===== config.mk =====
export PLATFORM = sky130hd
export DESIGN_NAME = serial_adder
export DESIGN_NICKNAME = d
export VERILOG_FILES = /design/src/rtl/serial_adder.sv
export SDC_FILE = /design/constraint.sdc
export NUM_CORES = 1
export LEC_CHECK = 0
export BUFFER_PORTS_ARGS = -buffer_cell sky130_fd_sc_hd__buf_2
export CAP_MARGIN = 10
export CORE_MARGIN = 1.5
export CORE_UTILIZATION = 50
export CTS_BUF_LIST = sky130_fd_sc_hd__clkbuf_4
export CTS_CLUSTER_DIAMETER = 40
export DETAILED_ROUTE_END_ITERATION = 10
export GPL_ROUTABILITY_DRIVEN = 0
export PLACE_DENSITY = 0.76
export SLEW_MARGIN = 10
export SYNTH_ARGS = -nofsm -noshare
export SYNTH_HDL_FRONTEND = slang
export SYNTH_SLANG_ARGS = --single-unit

===== constraint.sdc =====
create_clock -name clk -period 1.5 [get_ports clk]
set_input_delay 0.3 -clock clk [delete_from_list [all_inputs] [get_ports clk]]
set_output_delay 0.3 -clock clk [all_outputs]
set_load 0.01 [all_outputs]

===== src/rtl/serial_adder.sv =====
// serial_adder: bit-serial ripple adder with a start/busy/done handshake.
// Operands are captured on an accepted start, then one bit is added per clock,
// LSB first, through a single full-adder slice and a carry flip-flop. The sum
// and carry-out are published on the last bit and held until the next result.
//
// Optional feature macro: SERIAL_ADD_SUB_EN
//   Defined   - adds a 'sub' input captured with start; sub=1 switches the slice
//               to a full subtractor (cin is borrow-in, cout is final borrow).
//   Undefined - add-only, no 'sub' port.
module serial_adder #(
  parameter int unsigned WIDTH = 8
) (
  input  logic             clk,
  input  logic             rst_n,
  input  logic             start,
  input  logic [WIDTH-1:0] a,
  input  logic [WIDTH-1:0] b,
  input  logic             cin,
`ifdef SERIAL_ADD_SUB_EN
  input  logic             sub,
`endif
  output logic             busy,
  output logic             done,
  output logic [WIDTH-1:0] sum,
  output logic             cout
);

  // Counter only needs to reach WIDTH-1; keep at least one bit for WIDTH=2.
  localparam int unsigned CntW = (WIDTH > 2) ? $clog2(WIDTH) : 1;
  localparam logic [CntW-1:0] CntLast = CntW'(WIDTH - 1);

  typedef enum logic [1:0] {
    StIdle,
    StRun,
    StDone
  } state_e;

  state_e state_q, state_d;

  logic [WIDTH-1:0] a_sh_q, a_sh_d;
  logic [WIDTH-1:0] b_sh_q, b_sh_d;
  logic [WIDTH-1:0] res_q,  res_d;
  logic [WIDTH-1:0] sum_q,  sum_d;
  logic             carry_q, carry_d;
  logic             cout_q,  cout_d;
  logic [CntW-1:0]  cnt_q,   cnt_d;

  // Operation mode for the in-flight operation (1 = subtract).
  logic mode_sub;

  // Single-bit slice outputs.
  logic slice_a, slice_b;
  logic slice_s, slice_c;
  logic last_bit;

`ifdef SERIAL_ADD_SUB_EN
  logic sub_q, sub_d;

  // Mode flag is captured with the operands and held for the whole operation.
  always_ff @(posedge clk or negedge rst_n) begin
    if (!rst_n) begin
      sub_q <= 1'b0;
    end else begin
      sub_q <= sub_d;
    end
  end

  // Capture sub only when a start is accepted in idle.
  always_comb begin
    sub_d = sub_q;
    if (state_q == StIdle && start) begin
      sub_d = sub;
    end
  end

  assign mode_sub = sub_q;
`else
  assign mode_sub = 1'b0;
`endif

  assign slice_a  = a_sh_q[0];
  assign slice_b  = b_sh_q[0];
  assign last_bit = (cnt_q == CntLast);

  // One full-adder (or full-subtractor) slice on the current LSBs and carry.
  always_comb begin
    slice_s = slice_a ^ slice_b ^ carry_q;
    slice_c = (slice_a & slice_b) | (slice_a & carry_q) | (slice_b & carry_q);
    if (mode_sub) begin
      // Borrow out: a<b, or a==b with a borrow already pending.
      slice_c = (~slice_a & slice_b) | (~(slice_a ^ slice_b) & carry_q);
    end
  end

  // State, datapath and result registers; reset discards any in-flight work.
  always_ff @(posedge clk or negedge rst_n) begin
    if (!rst_n) begin
      state_q <= StIdle;
      a_sh_q  <= '0;
      b_sh_q  <= '0;
      res_q   <= '0;
      sum_q   <= '0;
      carry_q <= 1'b0;
      cout_q  <= 1'b0;
      cnt_q   <= '0;
    end else begin
      state_q <= state_d;
      a_sh_q  <= a_sh_d;
      b_sh_q  <= b_sh_d;
      res_q   <= res_d;
      sum_q   <= sum_d;
      carry_q <= carry_d;
      cout_q  <= cout_d;
      cnt_q   <= cnt_d;
    end
  end

  // Next-state and datapath control; everything holds unless the state acts on it.
  always_comb begin
    state_d = state_q;
    a_sh_d  = a_sh_q;
    b_sh_d  = b_sh_q;
    res_d   = res_q;
    sum_d   = sum_q;
    carry_d = carry_q;
    cout_d  = cout_q;
    cnt_d   = cnt_q;

    unique case (state_q)
      StIdle: begin
        if (start) begin
          a_sh_d  = a;
          b_sh_d  = b;
          carry_d = cin;
          res_d   = '0;
          cnt_d   = '0;
          state_d = StRun;
        end
      end

      StRun: begin
        // Result bits enter at the MSB so that after WIDTH shifts bit 0 is the LSB.
        a_sh_d  = a_sh_q >> 1;
        b_sh_d  = b_sh_q >> 1;
        res_d   = {slice_s, res_q[WIDTH-1:1]};
        carry_d = slice_c;
        cnt_d   = cnt_q + CntW'(1);
        if (last_bit) begin
          sum_d   = {slice_s, res_q[WIDTH-1:1]};
          cout_d  = slice_c;
          state_d = StDone;
        end
      end

      StDone: begin
        state_d = StIdle;
      end

      default: begin
        state_d = StIdle;
      end
    endcase
  end

  // Handshake outputs decode straight from the registered state.
  always_comb begin
    busy = (state_q != StIdle);
    done = (state_q == StDone);
    sum  = sum_q;
    cout = cout_q;
  end

endmodule

==> impl_metrics.py, run 1 <==
metrics = {
    "layout": {
        "syn2layout_area_growth_pct": 24.2,
        "fin_nets": 204,
        "n_antenna_cell": 0,
        "drive_above_1_share_pct": 41.2,
        "layout.cells.non_filler": 228,
    },
    "placed_design": {
        "placed_cells": 214,
        "portBuffers": 30,
        "dpl.hpwl_um": 2360,
    },
    "drt": {
        "routed_via_density": 5.59,
        "dr.pass1.iters": 7,
        "vias": 1275,
        "drt-initial-drc-count": 86,
        "ant_nets": 0,
        "wl_per_cell_um": 15.2,
        "drt-total-wl_um": 3470,
        "drc": 0,
    },
    "synthesis": {
        "syn_area_um2": 1720,
        "synthXorXnorAreaFrac_pct": 0,
        "synth_top_area_share_pct": 55.2,
        "post-synth-top-area-cell": "dfrtp_1",
        "synthTopCellsByArea": "dfrtp_1, mux2_2, a22o_1",
        "ys_seq_area_share_pct": 55.2,
        "ys.flop_type": "dfrtp_1",
        "synth_top_family_by_area": "compound AO/OA/AOI/OAI gates",
        "synth_cell_types": 28,
        "synth_edf_count": 0,
        "yosys.area_share.simple_pct": 14.5,
        "synth-warning-count": 0,
        "synthArstFlopShare_pct": 100,
        "syn-mean-instance-area_um2": 12.5,
        "synth_nets": 161,
        "ys_ff_latch": 38,
        "synth_commonest_cells": "dfrtp_1, inv_1, a22o_1",
        "yosysMostFrequentCell": "dfrtp_1",
        "synthAdderAreaFrac_pct": 2.61,
        "synthCells": 138,
        "synth_mux_area_share_pct": 6.46,
        "synth_compound_area_share_pct": 14.7,
    },
    "global_routing": {
        "grt_overflow": 0,
        "grt_pass1_wl_um": 5750,
        "grt_util_all_layers_pct": 20.8,
        "first_global_vias": 1255,
        "antenna_found_initial": 0,
        "grt_max_degree": 39,
    },
    "clocking": {
        "cts_buffer_depth": 2,
        "clk_pin_slew_ns": 0.11,
        "htree_levels": 2,
        "tritoncts.num_buffers": 5,
        "cts.sinks": 38,
        "clk_latency_ns": 0.34,
        "cts_tree": "done",
        "cts_root_buf": "clkbuf_4",
    },
    "setup_path": {
        "crit_arrival_ns": 1.69,
        "crit_buf_inv": 2,
        "crit_fanout": 9,
        "worstSetupStartpointType": "flop",
        "cp-end-kind": "flop",
        "cp_cell_sequence": "buf_4, buf_4, or4b_1, o221a_2",
        "max_stage_delay_ns": 0.50,
        "path_delay_family": "simple AND/OR/NAND/NOR gates",
        "crit_top_cell": "buf_4",
        "crit_required_ns": 1.73,
        "crit_path_top_delay_cell": "or4b_1",
        "path_class": "reg2reg",
    },
    "timing": {
        "setup_viol": 0,
        "rsz0062_at_grt": "false",
        "final.setup.tns_ns": 0,
        "fin_crit_sh_pct": 97.4,
        "fin_crit_ns": 1.46,
        "max_freq_ghz": 0.684,
        "fin_worst_skew_ns": 0.00900,
        "slew_viol_final": 0,
        "worst_pin_slew_ns": 0.475,
        "maxSlewHeadroom_pct": 68.3,
        "hold_viol": 0,
    },
    "floorplanning": {
        "die_w_um": 61.7,
        "start_util_pct": 52.0,
        "ios": 31,
        "coreArea_um2": 3310,
        "die_h_um": 61.7,
        "die-area_um2": 3810,
        "fp-row-count": 21,
    },
    "power_and_ir_drop": {
        "p_leak_nw": 1.01,
        "p_per_area_nw_per_um2": 2030,
        "vdd_drop_max_uv": 875,
    },
    "worst_hold_path": {
        "hold_path_class": "in2reg",
    },
    "status": {
        "status": "finished, final reports clean",
    },
    "run": {
        "maxCapViolations": 0,
    },
}
==> report_power, final <==
part / internal (mW) / total [mW] / switching, mW / leakage (nW)
logic: 0.923 / 1.72 / 0.794 / 0.497
registers: 1.50 / 1.79 / 0.287 / 0.458
clock network: 0.514 / 0.844 / 0.331 / 0.0528
total: 2.94 / 4.35 / 1.41 / 1.01
==> final cells by class <==
cell class,count,area [um2]
clock buffers,5,37.5
clock inverters,3,63.8
fillers,269,1170
inverters,13,48.8
multi-input cells,75,678
flip-flops and latches,38,952
well taps,46,57.6
repair buffers,48,302
==> flip-flops by register name, indices dropped and copies added, names as in the netlist <==
| name | flops |
|---|---|
| a_sh_q | 8 |
| b_sh_q | 8 |
| carry_q | 1 |
| cnt_q | 3 |
| cout | 1 |
| res_q | 7 |
| state_q | 2 |
| sum | 8 |
==> layout by cell type (no fill, tap or decap), types with 2 or more instances in the layout <==
cell       Yosys  final
a211oi_1       8      8
a222oi_1       3      3
a22o_1         9      9
buf_2          5     29
buf_4          3     15
buf_6          0      3
bufinv_16      0      2
clkbuf_4       0      5
dfrtp_1       38     37
ha_2           0      2
inv_1         13     12
mux2_2         8      8
nand2_1        2      2
nand2b_1       3      3
nor2b_1        5      5
nor3b_1        8      8
nor4b_1        8      8
o221a_2        4      4
or4b_1         4      3
==> final timing paths <==
| path | from | end | slack [ns] | cells after the start |
|---|---|---|---|---|
| worst max register to register | state_q[0] | a_sh_q[6] | 0.04 | 4 |
| max in group asynchronous | rst_n | state_q[1] | 0.62 | 3 |
| worst min-delay path | b[7] | b_sh_q[7] | 0.22 | 2 |
| worst max-delay path | state_q[0] | a_sh_q[6] | 0.04 | 4 |
| min in group asynchronous | rst_n | sum[4] | 0.53 | 3 |
| worst min register to register | cnt_q[0] | cnt_q[0] | 0.49 | 1 |
==> cell families (layout without fill, tap and decap cells) <==
family	Yosys count	count (layout)
muxes	10	10
AOI/OAI and AO/OA	29	29
and+or+nand+nor	33	33
buffers and inverters	25	69
DFF	38	38
adders and majority gates	3	3
==> stage by stage <==
stage / setup slack [ns] / util, % / total power [mW] / instance area (um2) / hold WS (ns)
2_1_floorplan: 0.0752 / - / 2.86 / 1720 / 0.00441
3_3_place_gp: 0.0536 / 59.1 / 3.30 / 1960 / 0.364
3_5_place_dp: 0.0274 / 59.1 / 3.39 / 1960 / 0.370
4_1_cts: 0.00860 / 63.5 / 4.33 / 2100 / 0.207
5_1_grt: 0.000900 / 64.6 / 4.68 / 2140 / 0.210
6_report: 0.0390 / 64.6 / 4.35 / 2140 / 0.218
==> metal layers <==
metal  part of all wire (%)  vias to the layer above  global-route usage [%]
li1                       -                      594                       -
met1                     41                      643                    25.5
met2                     54                       32                    35.6
met3                    3.8                        6                    6.83
met4                    1.2                        0                    5.47
met5                      0                        -                       0
==> repair_timing <==
action	in CTS	in global routing
gates resized for setup	3	7
endpoints found under the setup margin	2	25
setup buffers	3	2
hold buffers	1	0
pin swaps	1	2
hold endpoints to repair	38	0
Note: power is estimated with default switching activity, not from simulation.
==> run 2, diff against run 1 <==
--- a/config.mk
+++ b/config.mk
@@ -13,7 +13,7 @@
 export CTS_CLUSTER_DIAMETER = 40
 export DETAILED_ROUTE_END_ITERATION = 10
 export GPL_ROUTABILITY_DRIVEN = 0
-export PLACE_DENSITY = 0.76
+export PLACE_DENSITY_LB_ADDON = 0.15
 export SLEW_MARGIN = 10
 export SYNTH_ARGS = -nofsm -noshare
 export SYNTH_HDL_FRONTEND = slang
==> run 2 against run 1 <==
  * The flow now finishes with violations (negative setup slack)
  * Largest cell class unchanged
  * Global-route usage rose by 1.0 points
  * Cell count rose by 3.9%
  * Largest power group is now combinational cells
  * First-iteration DRC count fell by 50%
  * Design area rose by 11%
  * Sequential cell count did not move
  * Die area did not move
==> impl_metrics.py, run 2 (synthesized netlist as in run 1, its figures left out) <==
metrics = {
    "status": {
        "status": "finished with violations",
        "failed_checks": "negative setup slack",
    },
    "clocking": {
        "cts_root_buf": "clkbuf_4",
        "clk_pin_slew_ns": 0.12,
        "cts.sinks": 38,
        "tritoncts.num_buffers": 5,
        "clk_latency_ns": 0.35,
        "cts_tree": "done",
        "cts_buffer_depth": 2,
        "htree_levels": 2,
    },
    "drt": {
        "top_layer": "met4",
        "wl_met3_um": 128,
        "met1Wirelength_um": 1670,
        "drc": 0,
        "drt-initial-drc-count": 43,
        "ant_nets": 0,
        "route.met2.wl_um": 2100,
        "wl_per_cell_um": 16.7,
        "drt-total-wl_um": 3960,
        "routed_via_density": 5.51,
        "vias": 1306,
        "dr.pass1.iters": 4,
    },
    "placed_design": {
        "portBuffers": 30,
        "dpl.hpwl_um": 2280,
        "pre_cts_ws_ns": -0.0235,
        "placed_cell_area_um2": 1980,
    },
    "run": {
        "maxCapViolations": 0,
    },
    "layout": {
        "most-common-layout-cells": "dfrtp_1, buf_2, buf_4",
        "syn2layout_area_growth_pct": 37.7,
        "post-route-util_pct": 71.7,
        "nFillCells": 250,
        "final_area_um2": 2370,
        "final_common_cell": "dfrtp_1",
        "multi_input_area_um2": 758,
        "fin_nets": 213,
        "n_antenna_cell": 0,
        "drive_above_1_share_pct": 48.7,
        "regArea_um2": 953,
    },
    "floorplanning": {
        "ios": 31,
        "die_h_um": 61.7,
        "coreArea_um2": 3310,
        "die-area_um2": 3810,
        "start_util_pct": 52.0,
        "fp-row-count": 21,
        "die_w_um": 61.7,
    },
    "timing": {
        "hold_viol": 0,
        "rsz0062_at_grt": "true",
        "fin_crit_ns": 1.53,
        "final.setup.tns_ns": -0.0378,
        "finalHoldWorstSlack_ns": 0.208,
        "worst_pin_slew_ns": 0.468,
        "fin_crit_sh_pct": 102,
        "setup_viol": 2,
        "timing.final.ws_setup_ns": -0.0311,
        "max_freq_ghz": 0.653,
        "slew_viol_final": 0,
        "fin_worst_skew_ns": 0.0106,
        "maxSlewHeadroom_pct": 68.7,
    },
    "setup_path": {
        "startpoint": "state_q[0]",
        "crit_required_ns": 1.20,
        "cp-end-kind": "primary output",
        "crit_arrival_ns": 1.23,
        "ff2ff_setup_slack_ns": -0.01,
        "cp_cell_sequence": "buf_12, nor2_4, inv_2, buf_6",
        "max_stage_delay_ns": 0.45,
        "rr_startpoint": "state_q[1]",
        "crit_path_top_delay_cell": "dfrtp_2",
        "path_class": "reg2out",
        "worstSetupStartpointType": "flop",
        "crit_fanout": 9,
    },
    "worst_hold_path": {
        "hold_path_class": "in2reg",
        "hold_path.startpoint": "b[7]",
    },
    "global_routing": {
        "first_global_vias": 1244,
        "grt_overflow": 0,
        "grt_util_all_layers_pct": 21.8,
        "grt_pass1_wl_um": 5910,
        "antenna_found_initial": 0,
        "grt_max_degree": 28,
    },
    "power_and_ir_drop": {
        "p_per_area_nw_per_um2": 1950,
        "vdd_drop_max_uv": 914,
        "p_leak_nw": 1.13,
    },
}
## run 2: cell count changes in the layout (fill, tap and decap cells not counted), moves of 3 or more
cell     delta
nor4b_1     -3
buf_12      +3
mux2_4      +9
mux2_2      -8
nor4b_2     +3
## run 2: cell type report
type | count | area share [%]
inverters | 13 | 2.06
flip-flops and latches | 38 | 40.2
repair buffers | 57 | 20.1
clock inverters | 3 | 1.69
multi-input cells | 75 | 32.0
clock buffers | 5 | 1.58
well taps | 46 | 2.43
## run 2: routing by layer
metal / up-vias / global-route usage [%]
met5: - / 0
met4: 0 / 7.29
met3: 5 / 6.00
met2: 28 / 36.8
met1: 658 / 27.2
li1: 615 / -
## run 2: timing repair
item                                    CTS  global route
endpoints found under the hold margin    16             0
hold buffers                              1             0
gates resized for setup                  19            11
buffers inserted                         10             7
pin swaps                                 3             4
gates cloned                              2             2
endpoints found under the setup margin   12            15
## run 2: metrics by stage
step                      power (mW)  std cells
after floorplan                 2.86        138
after global placement          3.32        210
after detailed placement        3.42        210
after CTS                       4.44        230
after global routing            4.96        237
final                           4.64        237
## run 2: power by group
group / internal [mW] / switching [mW] / leakage, nW / total, mW
sequential: 1.50 / 0.293 / 0.457 / 1.79
combinational: 1.24 / 0.915 / 0.628 / 2.16
clock: 0.345 / 0.342 / 0.0450 / 0.687
total: 3.09 / 1.55 / 1.13 / 4.64
## run 2: path summary, 6_finish.rpt
| check | to | depth (start not counted) |
|---|---|---|
| setup / recovery | busy | 4 |
| hold / removal | b_sh_q[7] | 2 |
| setup reg to reg | carry_q | 4 |
| hold reg to reg | sum[3] | 1 |
| max in group asynchronous | state_q[0] | 3 |
| min in group asynchronous | b_sh_q[3] | 2 |
## run 2: worst max-delay path, delay by kind of cell, from the launching register on
kind / cells / cell delay (ns)
DFF: 1 / 0.45
buffers and inverters: 3 / 0.32
and+or+nand+nor: 1 / 0.12
==> run 3, diff against run 2 <==
--- a/config.mk
+++ b/config.mk
@@ -8,7 +8,7 @@
 export BUFFER_PORTS_ARGS = -buffer_cell sky130_fd_sc_hd__buf_2
 export CAP_MARGIN = 10
 export CORE_MARGIN = 1.5
-export CORE_UTILIZATION = 50
+export CORE_UTILIZATION = 51
 export CTS_BUF_LIST = sky130_fd_sc_hd__clkbuf_4
 export CTS_CLUSTER_DIAMETER = 40
 export DETAILED_ROUTE_END_ITERATION = 10
==> run 3 against run 2 <==
  * The flow still finishes with violations (negative setup slack)
  * Sequential cell count did not move
  * Design area is 6.6% lower
  * Cell count fell by 3.4%
  * Die area down 1.9%
  * Worst setup slack improved by 0.011 ns
  * Hold slack worse by 0.0017 ns
  * Count of clock-buffer cells in the layout unchanged
  * Combinational power fell by 16%
  * First-iteration DRC count grew 21%
  * Utilization is 0.86 points lower
  * Via count is 2.8% lower
  * Largest power group unchanged
==> impl_metrics.py, run 3 (synthesized netlist as in run 1, its figures left out) <==
metrics = {
    "status": {
        "status": "finished with violations",
        "failed_checks": "negative setup slack",
    },
    "run": {
        "maxCapViolations": 0,
    },
    "timing": {
        "max_freq_ghz": 0.658,
        "final.setup.tns_ns": -0.0205,
        "fin_worst_skew_ns": 0.00729,
        "maxSlewHeadroom_pct": 58.4,
        "timing.final.ws_setup_ns": -0.0205,
        "hold_viol": 0,
        "fin_crit_ns": 1.52,
        "rsz0062_at_grt": "true",
        "setup_viol": 1,
        "slew_viol_final": 0,
        "fin_crit_sh_pct": 101,
        "worst_pin_slew_ns": 0.623,
    },
    "floorplanning": {
        "start_util_pct": 55.1,
        "ios": 31,
        "die_w_um": 61.1,
        "die-area_um2": 3740,
        "die_h_um": 61.1,
        "fp-row-count": 20,
        "coreArea_um2": 3130,
    },
    "drt": {
        "ant_nets": 0,
        "vias": 1269,
        "dr.pass1.iters": 4,
        "drt-total-wl_um": 3650,
        "wl_per_cell_um": 15.9,
        "drt-initial-drc-count": 52,
        "routed_via_density": 5.54,
        "drc": 0,
    },
    "power_and_ir_drop": {
        "vdd_drop_max_uv": 1020,
        "p_leak_nw": 1.07,
        "intPower_mw": 3.02,
        "p_per_area_nw_per_um2": 2020,
        "pwr-share-seq_pct": 39.9,
        "pwr-share-clk_pct": 19.4,
        "power.switching_mw": 1.46,
        "switching_share_pct": 32.6,
        "power_frac_comb_pct": 40.7,
    },
    "placed_design": {
        "pre_cts_ws_ns": -0.0303,
        "portBuffers": 30,
        "dpl.hpwl_um": 2450,
    },
    "setup_path": {
        "max_stage_delay_ns": 0.43,
        "worstSetupStartpointType": "flop",
        "crit_arrival_ns": 1.22,
        "crit_top_cell": "buf_6",
        "crit_path_top_delay_cell": "dfrtp_1",
        "cp_cell_sequence": "buf_6, nor2_4, inv_2, buf_6",
        "crit_required_ns": 1.20,
        "cp-end-kind": "primary output",
        "crit_fanout": 4,
        "path_class": "reg2out",
    },
    "layout": {
        "most-common-layout-cells": "dfrtp_1, buf_2, buf_4",
        "n_antenna_cell": 0,
        "drive_above_1_share_pct": 42.7,
        "syn2layout_area_growth_pct": 28.5,
        "fin_nets": 207,
        "final_common_cell": "dfrtp_1",
    },
    "clocking": {
        "cts_root_buf": "clkbuf_4",
        "tritoncts.num_buffers": 5,
        "clk_pin_slew_ns": 0.11,
        "cts_buffer_depth": 2,
        "clk_latency_ns": 0.35,
        "cts.sinks": 38,
        "cts_tree": "done",
        "htree_levels": 2,
    },
    "global_routing": {
        "grt_max_degree": 23,
        "grt_pass1_wl_um": 5600,
        "grt_util_all_layers_pct": 20.7,
        "first_global_vias": 1234,
        "antenna_found_initial": 0,
        "grt_overflow": 0,
    },
    "worst_hold_path": {
        "hold_path_class": "in2reg",
    },
}
## run 3: cell type report
type                       count  area (um2)
sequential                    38         951
fill                         222         913
multi-input combinational     75         703
timing repair buffer          51         350
clock inverter                 3        68.8
tap                           44        55.1
inverter                      13        48.8
clock buffer                   5        37.5
## run 3: per-layer routing
| layer | global-route usage [%] | up-vias | routed length (um) |
|---|---|---|---|
| met5 | 0 | - | 0 |
| met4 | 7.14 | 0 | 44 |
| met3 | 5.88 | 4 | 153 |
| met2 | 34.8 | 26 | 1810 |
| met1 | 25.4 | 641 | 1650 |
| li1 | - | 598 | - |
## run 3: final timing paths
path | slack [ns] | cells past startpoint | start | end
max | -0.02 | 4 | state_q[1] | busy
min | 0.21 | 3 | a[7] | a_sh_q[7]
max reg2reg | 0.01 | 4 | state_q[1] | carry_q
min reg2reg | 0.51 | 1 | b_sh_q[7] | b_sh_q[7]
max in group asynchronous | 0.62 | 3 | rst_n | res_q[3]
min in group asynchronous | 0.42 | 2 | rst_n | res_q[2]
## run 3: power by group through the flow
stage	registers [mW]	clock network [mW]	logic, mW
after CTS	1.78	0.889	1.74
final	1.79	0.867	1.82
after global routing	1.84	0.923	2.00
after detailed placement	1.80	0	1.60
after floorplan	1.78	0	1.09
after global placement	1.77	0	1.54
## run 3: repair_timing
action / CTS / global route
buffers inserted: 4 / 4
pin swaps: 1 / 1
endpoints found under the hold margin: 16 / 0
endpoints found under the setup margin: 11 / 13
cloned: 0 / 1
gates resized for setup: 9 / 8
hold buffers: 1 / 0
## run 3: per-stage QoR
stage               power (mW)  hold slack, ns  area, um2  std cells  util, %
global route              4.77           0.215       2210        229     70.8
global placement          3.30           0.246       1970        211     63.1
finish                    4.48           0.206       2210        229     70.8
floorplan                 2.86         0.00441       1720        138        -
CTS                       4.41           0.199       2150        224     68.7
detailed placement        3.40           0.256       1970        211     63.1
## run 3: critical path, delay by kind of cell (launching register included)
family | cells | cell delay (ns)
and+or+nand+nor | 1 | 0.12
buffers and inverters | 3 | 0.32
DFF | 1 | 0.43
